**src/rtl/round_key_store_if.sv**
```systemverilog
// Key-word write and round-key read bus between key expansion, the AES rounds and round_key_store.
// With RKS_PARITY_EN defined the read side also carries rd_perr.
interface round_key_store_if #(
  parameter int DATA_WIDTH = 128,
  parameter int ADDR_WIDTH = 4,
  parameter int CTX_WIDTH  = 1
);
  // Write handshake: a word transfers on a rising edge where wr_valid & wr_ready;
  // the master holds wr_ctx/wr_addr/wr_data stable while wr_valid is high and wr_ready low.
  // The read side has no backpressure: rd_req at one edge yields rd_valid for exactly one cycle.
  logic                  wr_valid;
  logic                  wr_ready;
  logic [CTX_WIDTH-1:0]  wr_ctx;
  logic [ADDR_WIDTH-1:0] wr_addr;
  logic [DATA_WIDTH-1:0] wr_data;
  logic                  wr_err;
  logic                  rd_req;
  logic [CTX_WIDTH-1:0]  rd_ctx;
  logic [ADDR_WIDTH-1:0] rd_addr;
  logic                  rd_valid;
  logic [DATA_WIDTH-1:0] rd_data;
  logic                  rd_miss;
`ifdef RKS_PARITY_EN
  logic                  rd_perr;

  modport master (
    output wr_valid, wr_ctx, wr_addr, wr_data, rd_req, rd_ctx, rd_addr,
    input  wr_ready, wr_err, rd_valid, rd_data, rd_miss, rd_perr
  );
  modport slave (
    input  wr_valid, wr_ctx, wr_addr, wr_data, rd_req, rd_ctx, rd_addr,
    output wr_ready, wr_err, rd_valid, rd_data, rd_miss, rd_perr
  );
`else
  modport master (
    output wr_valid, wr_ctx, wr_addr, wr_data, rd_req, rd_ctx, rd_addr,
    input  wr_ready, wr_err, rd_valid, rd_data, rd_miss
  );
  modport slave (
    input  wr_valid, wr_ctx, wr_addr, wr_data, rd_req, rd_ctx, rd_addr,
    output wr_ready, wr_err, rd_valid, rd_data, rd_miss
  );
`endif
endinterface

```
**src/rtl/round_key_store.sv**
```systemverilog
// Multi-context AES round-key buffer with per-word validity, per-context ready/lock and flush.
// Optional macro RKS_PARITY_EN adds per-byte even parity storage and the rd_perr check.
module round_key_store #(
  parameter int DATA_WIDTH = 128,
  parameter int DEPTH      = 11,
  parameter int NUM_CTX    = 2,
  parameter int ADDR_WIDTH = $clog2(DEPTH),
  parameter int CTX_WIDTH  = (NUM_CTX > 1) ? $clog2(NUM_CTX) : 1
) (
  input  logic                 clk,
  input  logic                 rst_n,
  round_key_store_if.slave     kbus,
  input  logic                 lock_set,
  input  logic                 lock_clr,
  input  logic [CTX_WIDTH-1:0] lock_ctx,
  input  logic                 flush,
  input  logic [CTX_WIDTH-1:0] flush_ctx,
  output logic [NUM_CTX-1:0]   ctx_ready,
  output logic [NUM_CTX-1:0]   ctx_locked
);
  localparam int WORDS = NUM_CTX * DEPTH;
  localparam int IDX_W = (WORDS > 1) ? $clog2(WORDS) : 1;
  localparam logic [ADDR_WIDTH:0] DEPTH_L = (ADDR_WIDTH+1)'(DEPTH);
  localparam logic [CTX_WIDTH:0]  NCTX_L  = (CTX_WIDTH+1)'(NUM_CTX);

  function automatic logic ctx_ok(input logic [CTX_WIDTH-1:0] c);
    return {1'b0, c} < NCTX_L;
  endfunction

  function automatic logic addr_ok(input logic [ADDR_WIDTH-1:0] a);
    return {1'b0, a} < DEPTH_L;
  endfunction

  function automatic logic [IDX_W-1:0] word_idx(input logic [CTX_WIDTH-1:0] c,
                                                input logic [ADDR_WIDTH-1:0] a);
    return IDX_W'(int'(c) * DEPTH + int'(a));
  endfunction

  // Storage is deliberately unreset; valid_q alone decides whether a word may be returned.
  logic [DATA_WIDTH-1:0] mem_q [WORDS];
  logic [WORDS-1:0]      valid_q, valid_d;
  logic [NUM_CTX-1:0]    ready_q, ready_d;
  logic [NUM_CTX-1:0]    locked_q, locked_d;
  logic                  rd_valid_q, rd_miss_q, wr_err_q;
  logic [DATA_WIDTH-1:0] rd_data_q;

  logic                  wr_in_range, wr_locked, wr_ready, wr_fire, wr_store;
  logic                  flush_ok, rd_in_range, rd_hit;
  logic [IDX_W-1:0]      wr_idx, rd_idx;

  always_comb begin
    wr_in_range = ctx_ok(kbus.wr_ctx) && addr_ok(kbus.wr_addr);
    rd_in_range = ctx_ok(kbus.rd_ctx) && addr_ok(kbus.rd_addr);
    wr_idx      = wr_in_range ? word_idx(kbus.wr_ctx, kbus.wr_addr) : '0;
    rd_idx      = rd_in_range ? word_idx(kbus.rd_ctx, kbus.rd_addr) : '0;
    rd_hit      = rd_in_range && valid_q[rd_idx];
    wr_locked   = 1'b0;
    flush_ok    = 1'b0;
    for (int c = 0; c < NUM_CTX; c++) begin
      if (kbus.wr_ctx == CTX_WIDTH'(c)) wr_locked = locked_q[c];
      if (flush && flush_ctx == CTX_WIDTH'(c)) flush_ok = !locked_q[c];
    end
    // A flush of the target context stalls the writer so the word is not lost to the flush.
    wr_ready = !wr_locked && !(flush && flush_ctx == kbus.wr_ctx);
    wr_fire  = kbus.wr_valid && wr_ready;
    wr_store = wr_fire && wr_in_range;
  end

  always_comb begin
    valid_d  = valid_q;
    locked_d = locked_q;
    for (int c = 0; c < NUM_CTX; c++) begin
      if (flush_ok && flush_ctx == CTX_WIDTH'(c)) valid_d[c*DEPTH +: DEPTH] = '0;
      if (lock_ctx == CTX_WIDTH'(c)) begin
        if (lock_clr)      locked_d[c] = 1'b0;
        else if (lock_set) locked_d[c] = 1'b1;
      end
    end
    if (wr_store) valid_d[wr_idx] = 1'b1;
    ready_d = '0;
    for (int c = 0; c < NUM_CTX; c++) ready_d[c] = &valid_d[c*DEPTH +: DEPTH];
  end

  always_ff @(posedge clk) begin
    if (wr_store) mem_q[wr_idx] <= kbus.wr_data;
  end

  always_ff @(posedge clk or negedge rst_n) begin
    if (!rst_n) begin
      valid_q    <= '0;
      ready_q    <= '0;
      locked_q   <= '0;
      rd_valid_q <= 1'b0;
      rd_miss_q  <= 1'b0;
      rd_data_q  <= '0;
      wr_err_q   <= 1'b0;
    end else begin
      valid_q    <= valid_d;
      ready_q    <= ready_d;
      locked_q   <= locked_d;
      wr_err_q   <= wr_fire && !wr_in_range;
      rd_valid_q <= kbus.rd_req;
      rd_miss_q  <= kbus.rd_req && !rd_hit;
      // Read-first: mem_q/valid_q here are the pre-edge values even when written this cycle.
      if (kbus.rd_req) rd_data_q <= rd_hit ? mem_q[rd_idx] : '0;
    end
  end

`ifdef RKS_PARITY_EN
  localparam int PAR_W = DATA_WIDTH / 8;

  function automatic logic [PAR_W-1:0] byte_par(input logic [DATA_WIDTH-1:0] d);
    logic [PAR_W-1:0] p;
    for (int b = 0; b < PAR_W; b++) p[b] = ^d[8*b +: 8];
    return p;
  endfunction

  logic [PAR_W-1:0] par_q [WORDS];
  logic             rd_perr_q;

  always_ff @(posedge clk) begin
    if (wr_store) par_q[wr_idx] <= byte_par(kbus.wr_data);
  end

  always_ff @(posedge clk or negedge rst_n) begin
    if (!rst_n) rd_perr_q <= 1'b0;
    else        rd_perr_q <= kbus.rd_req && rd_hit && (byte_par(mem_q[rd_idx]) != par_q[rd_idx]);
  end

  assign kbus.rd_perr = rd_perr_q;
`endif

  assign kbus.wr_ready = wr_ready;
  assign kbus.wr_err   = wr_err_q;
  assign kbus.rd_valid = rd_valid_q;
  assign kbus.rd_data  = rd_data_q;
  assign kbus.rd_miss  = rd_miss_q;
  assign ctx_ready     = ready_q;
  assign ctx_locked    = locked_q;
endmodule

```
**src/flat_wrapper.sv**
```systemverilog
// flat-port wrapper written by rule: the top's interface ports become plain ports
module round_key_store_flat 
#(
  parameter int DATA_WIDTH = 128,
  parameter int DEPTH      = 11,
  parameter int NUM_CTX    = 2,
  parameter int ADDR_WIDTH = $clog2(DEPTH),
  parameter int CTX_WIDTH  = (NUM_CTX > 1) ? $clog2(NUM_CTX) : 1
)
  (clk, rst_n, lock_set, lock_clr, lock_ctx, flush, flush_ctx, ctx_ready, ctx_locked, kbus_wr_valid, kbus_wr_ctx, kbus_wr_addr, kbus_wr_data, kbus_rd_req, kbus_rd_ctx, kbus_rd_addr, kbus_wr_ready, kbus_wr_err, kbus_rd_valid, kbus_rd_data, kbus_rd_miss);
  round_key_store_if #(.DATA_WIDTH(DATA_WIDTH), .ADDR_WIDTH(ADDR_WIDTH), .CTX_WIDTH(CTX_WIDTH)) kbus_i ();
  input  logic clk;
  input  logic rst_n;
  input  logic lock_set;
  input  logic lock_clr;
  input  logic [CTX_WIDTH-1:0] lock_ctx;
  input  logic flush;
  input  logic [CTX_WIDTH-1:0] flush_ctx;
  output logic [NUM_CTX-1:0] ctx_ready;
  output logic [NUM_CTX-1:0] ctx_locked;
  input wire logic [$bits(kbus_i.wr_valid)-1:0] kbus_wr_valid;
  input wire logic [$bits(kbus_i.wr_ctx)-1:0] kbus_wr_ctx;
  input wire logic [$bits(kbus_i.wr_addr)-1:0] kbus_wr_addr;
  input wire logic [$bits(kbus_i.wr_data)-1:0] kbus_wr_data;
  input wire logic [$bits(kbus_i.rd_req)-1:0] kbus_rd_req;
  input wire logic [$bits(kbus_i.rd_ctx)-1:0] kbus_rd_ctx;
  input wire logic [$bits(kbus_i.rd_addr)-1:0] kbus_rd_addr;
  output wire logic [$bits(kbus_i.wr_ready)-1:0] kbus_wr_ready;
  output wire logic [$bits(kbus_i.wr_err)-1:0] kbus_wr_err;
  output wire logic [$bits(kbus_i.rd_valid)-1:0] kbus_rd_valid;
  output wire logic [$bits(kbus_i.rd_data)-1:0] kbus_rd_data;
  output wire logic [$bits(kbus_i.rd_miss)-1:0] kbus_rd_miss;
  assign kbus_i.wr_valid = kbus_wr_valid;
  assign kbus_i.wr_ctx = kbus_wr_ctx;
  assign kbus_i.wr_addr = kbus_wr_addr;
  assign kbus_i.wr_data = kbus_wr_data;
  assign kbus_i.rd_req = kbus_rd_req;
  assign kbus_i.rd_ctx = kbus_rd_ctx;
  assign kbus_i.rd_addr = kbus_rd_addr;
  assign kbus_wr_ready = kbus_i.wr_ready;
  assign kbus_wr_err = kbus_i.wr_err;
  assign kbus_rd_valid = kbus_i.rd_valid;
  assign kbus_rd_data = kbus_i.rd_data;
  assign kbus_rd_miss = kbus_i.rd_miss;
  round_key_store #(.DATA_WIDTH(DATA_WIDTH), .DEPTH(DEPTH), .NUM_CTX(NUM_CTX), .ADDR_WIDTH(ADDR_WIDTH), .CTX_WIDTH(CTX_WIDTH)) u_core (.clk(clk), .rst_n(rst_n), .kbus(kbus_i), .lock_set(lock_set), .lock_clr(lock_clr), .lock_ctx(lock_ctx), .flush(flush), .flush_ctx(flush_ctx), .ctx_ready(ctx_ready), .ctx_locked(ctx_locked));
endmodule
```
**config.mk**
```make
export PLATFORM = sky130hd
export DESIGN_NAME = round_key_store_flat
export DESIGN_NICKNAME = d
export VERILOG_FILES = /design/src/rtl/round_key_store_if.sv /design/src/rtl/round_key_store.sv /design/src/flat_wrapper.sv
export SDC_FILE = /design/constraint.sdc
export NUM_CORES = 2
export LEC_CHECK = 0
export BUFFER_PORTS_ARGS = -buffer_cell sky130_fd_sc_hd__buf_2
export CAP_MARGIN = 20
export CELL_PAD_IN_SITES_DETAIL_PLACEMENT = 0
export CELL_PAD_IN_SITES_GLOBAL_PLACEMENT = 1
export CORE_ASPECT_RATIO = 0.9
export CORE_MARGIN = 2
export CORE_UTILIZATION = 40
export CTS_BUF_LIST = sky130_fd_sc_hd__clkbuf_8
export CTS_CLUSTER_DIAMETER = 60
export DETAILED_ROUTE_END_ITERATION = 6
export PLACE_DENSITY_LB_ADDON = 0.1
export SLEW_MARGIN = 10
export SYNTH_ARGS = -nofsm -noshare
export SYNTH_HDL_FRONTEND = slang
export SYNTH_SLANG_ARGS = --single-unit
```
**constraint.sdc**
```tcl
create_clock -name clk -period 8.15 [get_ports clk]
set_input_delay 0.815 -clock clk [delete_from_list [all_inputs] [get_ports clk]]
set_output_delay 0.815 -clock clk [all_outputs]
set_load 0.01 [all_outputs]
```
* After elaboration in Yosys (flattened, before gate mapping) *
Memory sizes are Yosys's and may differ from the RTL's.
Cells that the tools add are included.

storage, ports and cells
  register bits = 157
  bits in writable memories = 2816
  input bits = 147
  output and inout port bits = 136
  word-level logic and storage cells = 62
  memories = 1

memories
  memory        depth  width  rd ports  clocked after Yosys merged registers in  wr ports  line                   text
  u_core.mem_q  22     128    1         0                                        1         round_key_store.sv:40  logic [DATA_WIDTH-1:0] mem_q [WORDS];

cells by class
  $add $sub $neg = 2
  multipliers = 2
  order comparisons = 5
  equal/unequal tests = 1
  muxes and demuxes = 17
  bitwise logic cells = 3
  reductions and logical operators = 23

operators by type and width
  operator                                              count
  two-way mux 128 bit                                   1
  two-way mux 11 bit                                    2
  two-way mux 22 bit                                    1
  bitwise OR 22 bit                                     1
  AND reduction 11 bit                                  2
  logical AND 1 bit                                     12
  < comparator 5 x 6 -> 1 bit (second input constant)   2
  adder 5 bit                                           2
  multiplier 1 x 4 -> 5 bit (second input constant)     2
  two-way mux 5 bit                                     2
  two-way mux 1 bit                                     9
  < comparator 4 bit (second input constant)            2
  logical NOT 1 bit                                     6
  binary-select mux 1 bit (select 5 bit)                1
  demux 1 bit (select 5 bit)                            1
  >= comparator 5 x 1 -> 1 bit (second input constant)  1
  AND reduction 2 bit                                   2
  inverter 1 bit                                        2
  nonzero test 2 bit                                    1
  equality test 1 bit                                   1

* Longest topological paths before layout *
  depth in word-level cells = 10
  depth in mapped cells = 12
  depth with buffers taken out = 9

* Worst setup path after synthesis *
Ideal clock, no wire load.

  path type = input to register
  from = input port kbus_wr_addr[0]
  to = register u_core.ready_q[0] (netlist: u_core.ctx_ready[0])
  setup time = 0.118 ns
  data arrival time = 8.787 ns
  data required time = 8.032 ns
  path slack = -0.755 ns
  cell stages on the path = 8
  buffers on the path = 0
  cells stage by stage = ha_1 inv_1 fa_1 nor2b_1 nand4_1 a21oi_1 o2111ai_1 nor4_1

on the way
  word-level cells in the longest chain between the ends = 9
  elaborated cells between the ends (all ways) = 12
  classes of those cells = add/sub (1); order compare (3); mux (4); bitwise (1); reduce/logical (3)

ends and longest elaborated chain
  what                                                                                               line                                          text
  start: declaration                                                                                 flat_wrapper.sv:23                            input wire logic [$bits(kbus_i.wr_addr)-1:0] kbus_wr_addr;
  adder 5 bit or < comparator 4 bit (tied branches)                                                  round_key_store.sv:36, round_key_store.sv:31
  two-way mux 5 bit                                                                                  round_key_store.sv:54                         wr_idx = wr_in_range ? word_idx(kbus.wr_ctx, kbus.wr_addr) : '0;
  < comparator 5 x 6 -> 1 bit (implied by the code) or >= comparator 5 x 1 -> 1 bit (tied branches)  round_key_store.sv:79                         if (wr_store) valid_d[wr_idx] = 1'b1;
  logical AND 1 bit (implied by the code)                                                            round_key_store.sv:79
  two-way mux 1 bit (implied by the code)                                                            round_key_store.sv:79
  demux 1 bit (select 5 bit)                                                                         --
  bitwise OR 22 bit (no line)                                                                        --
  two-way mux 22 bit (*)                                                                             round_key_store.sv:79
  AND reduction 11 bit (*)                                                                           round_key_store.sv:81                         for (int c = 0; c < NUM_CTX; c++) ready_d[c] = &valid_d[c*DEPTH +: DEPTH];
  via u_core.ready_d[0]                                                                              round_key_store.sv:42                         logic [NUM_CTX-1:0] ready_q, ready_d;
  end signal: assignment                                                                             round_key_store.sv:99                         ready_q <= ready_d;
  end: declaration                                                                                   round_key_store.sv:42

Mark *: on every way through the listed nets, which the timed path passes. The rest lies on a longest branch.
A chain may end at the register's enable or synchronous reset.

* Worst setup path after layout *
  from = input port kbus_rd_addr[0]
  to = register u_core.rd_data_q[39] (netlist: u_core.kbus.rd_data[39])

on the way
  word-level cells in the longest chain between the ends = 6
  elaborated cells between the ends (all ways) = 8
  classes of those cells = add/sub (1); order compare (1); mux (4); reduce/logical (1); memory (1)

ends and longest elaborated chain
  what                                               line                                          text
  start: declaration                                 flat_wrapper.sv:27                            input wire logic [$bits(kbus_i.rd_addr)-1:0] kbus_rd_addr;
  adder 5 bit or < comparator 4 bit (tied branches)  round_key_store.sv:36, round_key_store.sv:31
  two-way mux 5 bit                                  round_key_store.sv:55                         rd_idx = rd_in_range ? word_idx(kbus.rd_ctx, kbus.rd_addr) : '0;
  binary-select mux 1 bit (select 5 bit)             round_key_store.sv:56                         rd_hit = rd_in_range && valid_q[rd_idx];
  two-way mux 1 bit (implied by the code)            round_key_store.sv:56
  logical AND 1 bit                                  round_key_store.sv:56
  two-way mux 128 bit (*)                            round_key_store.sv:105                        if (kbus.rd_req) rd_data_q <= rd_hit ? mem_q[rd_idx] : '0;
  end signal: assignment                             round_key_store.sv:105
  end: declaration                                   round_key_store.sv:45                         logic [DATA_WIDTH-1:0] rd_data_q;

Every way passes the cells marked *; elsewhere a longest branch is shown, timed or not. The select of a mux whose other input is x is not followed.

==> impl_metrics.py <==
metrics = {
    "timing": {
        "slew_headroom_pct": 23.2,
        "slew_viol_final": 0,
        "final_hold_viol_count": 0,
        "fin_crit_ns": 4.22,
        "finalSetupTns_ns": 0,
        "setup_viol": 0,
        "min_period_over_period_pct": 51.8,
        "worst_slack_ns": 3.93,
        "rsz0062_at_grt": "false",
        "fin_skew_ns": 0.0368,
        "max_freq_mhz": 237,
        "worst_pin_slew_ns": 1.15,
    },
    "yosys": {
        "synthDominantCellAreaShare_pct": 70.6,
        "synth.cells.most_frequent": "edfxtp_1 (2816), nand2_1 (620), a21oi_1 (588), clkbuf_1 (406), mux2i_1 (387)",
        "netlist_area_um2": 120000,
        "yosysMostFrequentCell": "edfxtp_1",
        "synth_edf_count": 2816,
        "yosys-top-cells-area": "edfxtp_1 (71%), dfrtp_1 (3.3%), mux2i_1 (3.2%)",
        "synth_ff_type": "edfxtp_1",
        "yosysUniqueCellTypes": 68,
        "syn_nets": 7937,
        "postSynthCellCount": 7782,
        "ys_seq_area_share_pct": 73.8,
        "synth-seq-cells": 2973,
        "yosysWarnings": 0,
        "ys_async_sr_fraction_pct": 5.28,
        "synth_area_leader_cell": "edfxtp_1",
        "avgSynthCellArea_um2": 15.4,
    },
    "global_routing": {
        "gr-total-overflow": 0,
        "grt_pass1_wl_um": 532000,
        "grt_antenna_before_repair": 46,
        "grt_pass1_vias": 73600,
        "grt_max_degree": 156,
        "grt_usage_pct": 23.8,
    },
    "placed_design": {
        "hpwl_um": 170000,
        "gp_congestion": 0.765,
        "post-place-ws_ns": 2.75,
        "portBuffers": 282,
        "placedCellCount": 11500,
    },
    "worst_setup_path": {
        "cp.arrival_ns": 5.17,
        "r2r_slack_ns": 4.19,
        "critPathRequiredTime_ns": 9.10,
        "startpoint_type": "primary input",
        "r2r-end": "u_core.ctx_ready[1]$_DFF_PN0_",
        "critPathKind": "primary input to flop",
        "crit_path_max_fanout": 53,
        "endpoint": "u_core.kbus.rd_data[39]$_DFFE_PN0P_",
        "end_kind": "flop",
        "crit_start": "kbus_rd_addr[0]",
        "r2r_start": "u_core.ctx_locked[1]$_DFFE_PN0P_",
        "rr_worst_depth": 7,
    },
    "floorplan": {
        "core_um2": 298000,
        "start_util_pct": 40.2,
        "dieHeight_um": 523,
        "row_count": 190,
        "num_io_pins": 283,
        "die_w_um": 581,
        "fp.dieArea_um2": 304000,
    },
    "min_path": {
        "hold_path_class": "primary input to flop",
    },
    "detailed_routing": {
        "ant_nets": 0,
        "routedWlPerCell_um": 29.6,
        "drc_errors": 0,
        "dr_total_vias": 72600,
        "vias_per_cell": 5.79,
        "routed_wl_um": 371000,
        "drt_iter0_drc": 5834,
        "drtPass1Iterations": 6,
    },
    "clock_network": {
        "insertion_delay_ns": 1.13,
        "clkTransAtPathRegs_ns": 0.06,
        "max-clock-path-buffers": 4,
        "cts.repair.resized": 0,
        "cts_setup_buffers": 0,
        "root_buffer": "clkbuf_8",
        "cts_sinks": 2973,
        "h-tree-depth": 6,
        "holdBufCountCts": 79,
        "cts_buffers": 521,
        "cts_tree": "built",
    },
    "power": {
        "powerDensity_nw_per_um2": 246,
        "ir_drop_mv": 0.138,
        "p_leak_nw": 46.0,
    },
    "final_layout": {
        "drive_gt1_share_pct": 17.6,
        "fillers": 26400,
        "final_cells": 12500,
        "utilization_pct": 45.5,
        "area_growth_pct": 13.2,
        "fin_nets": 8328,
    },
    "outcome": {
        "status": "finished clean",
    },
    "job": {
        "maxCapViolations": 0,
    },
}
## through the flow
stage	instance area, um^2	total power (W)	hold slack [ns]
after floorplan	120000	0.0196	0.458
after global placement	125000	0.0210	0.479
after detailed placement	125000	0.0210	0.483
after CTS	136000	0.0337	0.000536
after global routing	136000	0.0347	0.0751
final	136000	0.0334	0.121
## power breakdown
| part | leakage, nW | switching, W | internal (W) |
|---|---|---|---|
| Clock | 5.62 | 0.00616 | 0.00647 |
| Sequential | 27.4 | 0.000155 | 0.0169 |
| Combinational | 13.0 | 0.00250 | 0.00119 |
## flip-flops by register name (all words and copies together), names as in the netlist
register	flops
u_core.valid_q	22
u_core.mem_q	2816
u_core.kbus.rd_valid	1
u_core.kbus.rd_data	128
u_core.ctx_locked	2
u_core.kbus.wr_err	1
u_core.ctx_ready	2
u_core.kbus.rd_miss	1
## per-layer routing
| metal | track usage (%) | routed length (um) |
|---|---|---|
| met2 | 40.1 | 179000 |
| met5 | 0 | 197 |
| met3 | 3.35 | 18200 |
| met4 | 6.56 | 8800 |
| met1 | 32.3 | 164000 |
## critical path: stages
cell and delay (ns):
buf_2 0.16, ha_4 0.77, nand2b_4 0.50, buf_4 0.53, o211ai_1 0.26, a311oi_1 0.13
o21ai_0 0.24, o311a_4 0.78, buf_4 0.63, o32ai_2 0.17
## area by class of cell
class	instances	area (um^2)	area share, %
tap	3936	4920	3.63
sequential	2973	88500	65.2
clock buffer	568	7820	5.76
inverter	205	777	0.573
clock inverter	372	1640	1.21
timing repair buffer	505	3850	2.84
multi-input combinational	3967	28100	20.7
antenna	9	22.5	0.0166
## worst min-delay path by stage
stage                                      start                       endpoint  cells past startpoint
floorplan           u_core.valid_q[17]$_DFF_PN0_   u_core.valid_q[17]$_DFF_PN0_                      1
global route                    kbus_wr_data[12]  u_core.mem_q[4][12]$_DFFE_PP_                      1
detailed placement  u_core.valid_q[18]$_DFF_PN0_   u_core.valid_q[18]$_DFF_PN0_                      1
finish                          kbus_wr_data[12]  u_core.mem_q[7][12]$_DFFE_PP_                      1
global placement     u_core.valid_q[9]$_DFF_PN0_    u_core.valid_q[9]$_DFF_PN0_                      1
CTS                             kbus_wr_data[96]  u_core.mem_q[2][96]$_DFFE_PP_                      1
## cells in the final DEF (no fill, tap or decap), types with 70 or more instances in the layout
| cell | n |
|---|---|
| buf_2 | 279 |
| nor2b_1 | 77 |
| a21oi_1 | 586 |
| mux2_2 | 317 |
| buf_4 | 101 |
| dfrtp_1 | 157 |
| o21ai_0 | 375 |
| a22oi_1 | 280 |
| clkbuf_8 | 568 |
| o21a_1 | 70 |
| o32ai_1 | 83 |
| clkinv_1 | 86 |
| dlygate4sd3_1 | 79 |
| edfxtp_1 | 2816 |
| o211ai_1 | 286 |
| a211oi_1 | 74 |
| a2bb2oi_1 | 70 |
| nor2_1 | 75 |
| nand2_1 | 620 |
| a31oi_1 | 119 |
| inv_1 | 423 |
| a221oi_1 | 129 |
| mux2i_1 | 387 |
## cells by family (layout without fill, tap and decap cells)
| logic type | after synthesis | after routing | synth area share [%] |
|---|---|---|---|
| xor+xnor | 1 | 1 | 0.00731 |
| flops | 2973 | 2973 | 73.8 |
| simple gates | 826 | 826 | 2.83 |
| other cells | 0 | 9 | 0 |
| fa+ha+maj | 8 | 8 | 0.0961 |
| compound gates | 2425 | 2425 | 14.1 |
| mux | 707 | 707 | 6.24 |
| buf+inv | 842 | 1650 | 2.91 |
Power figures use the tool's default switching activity.
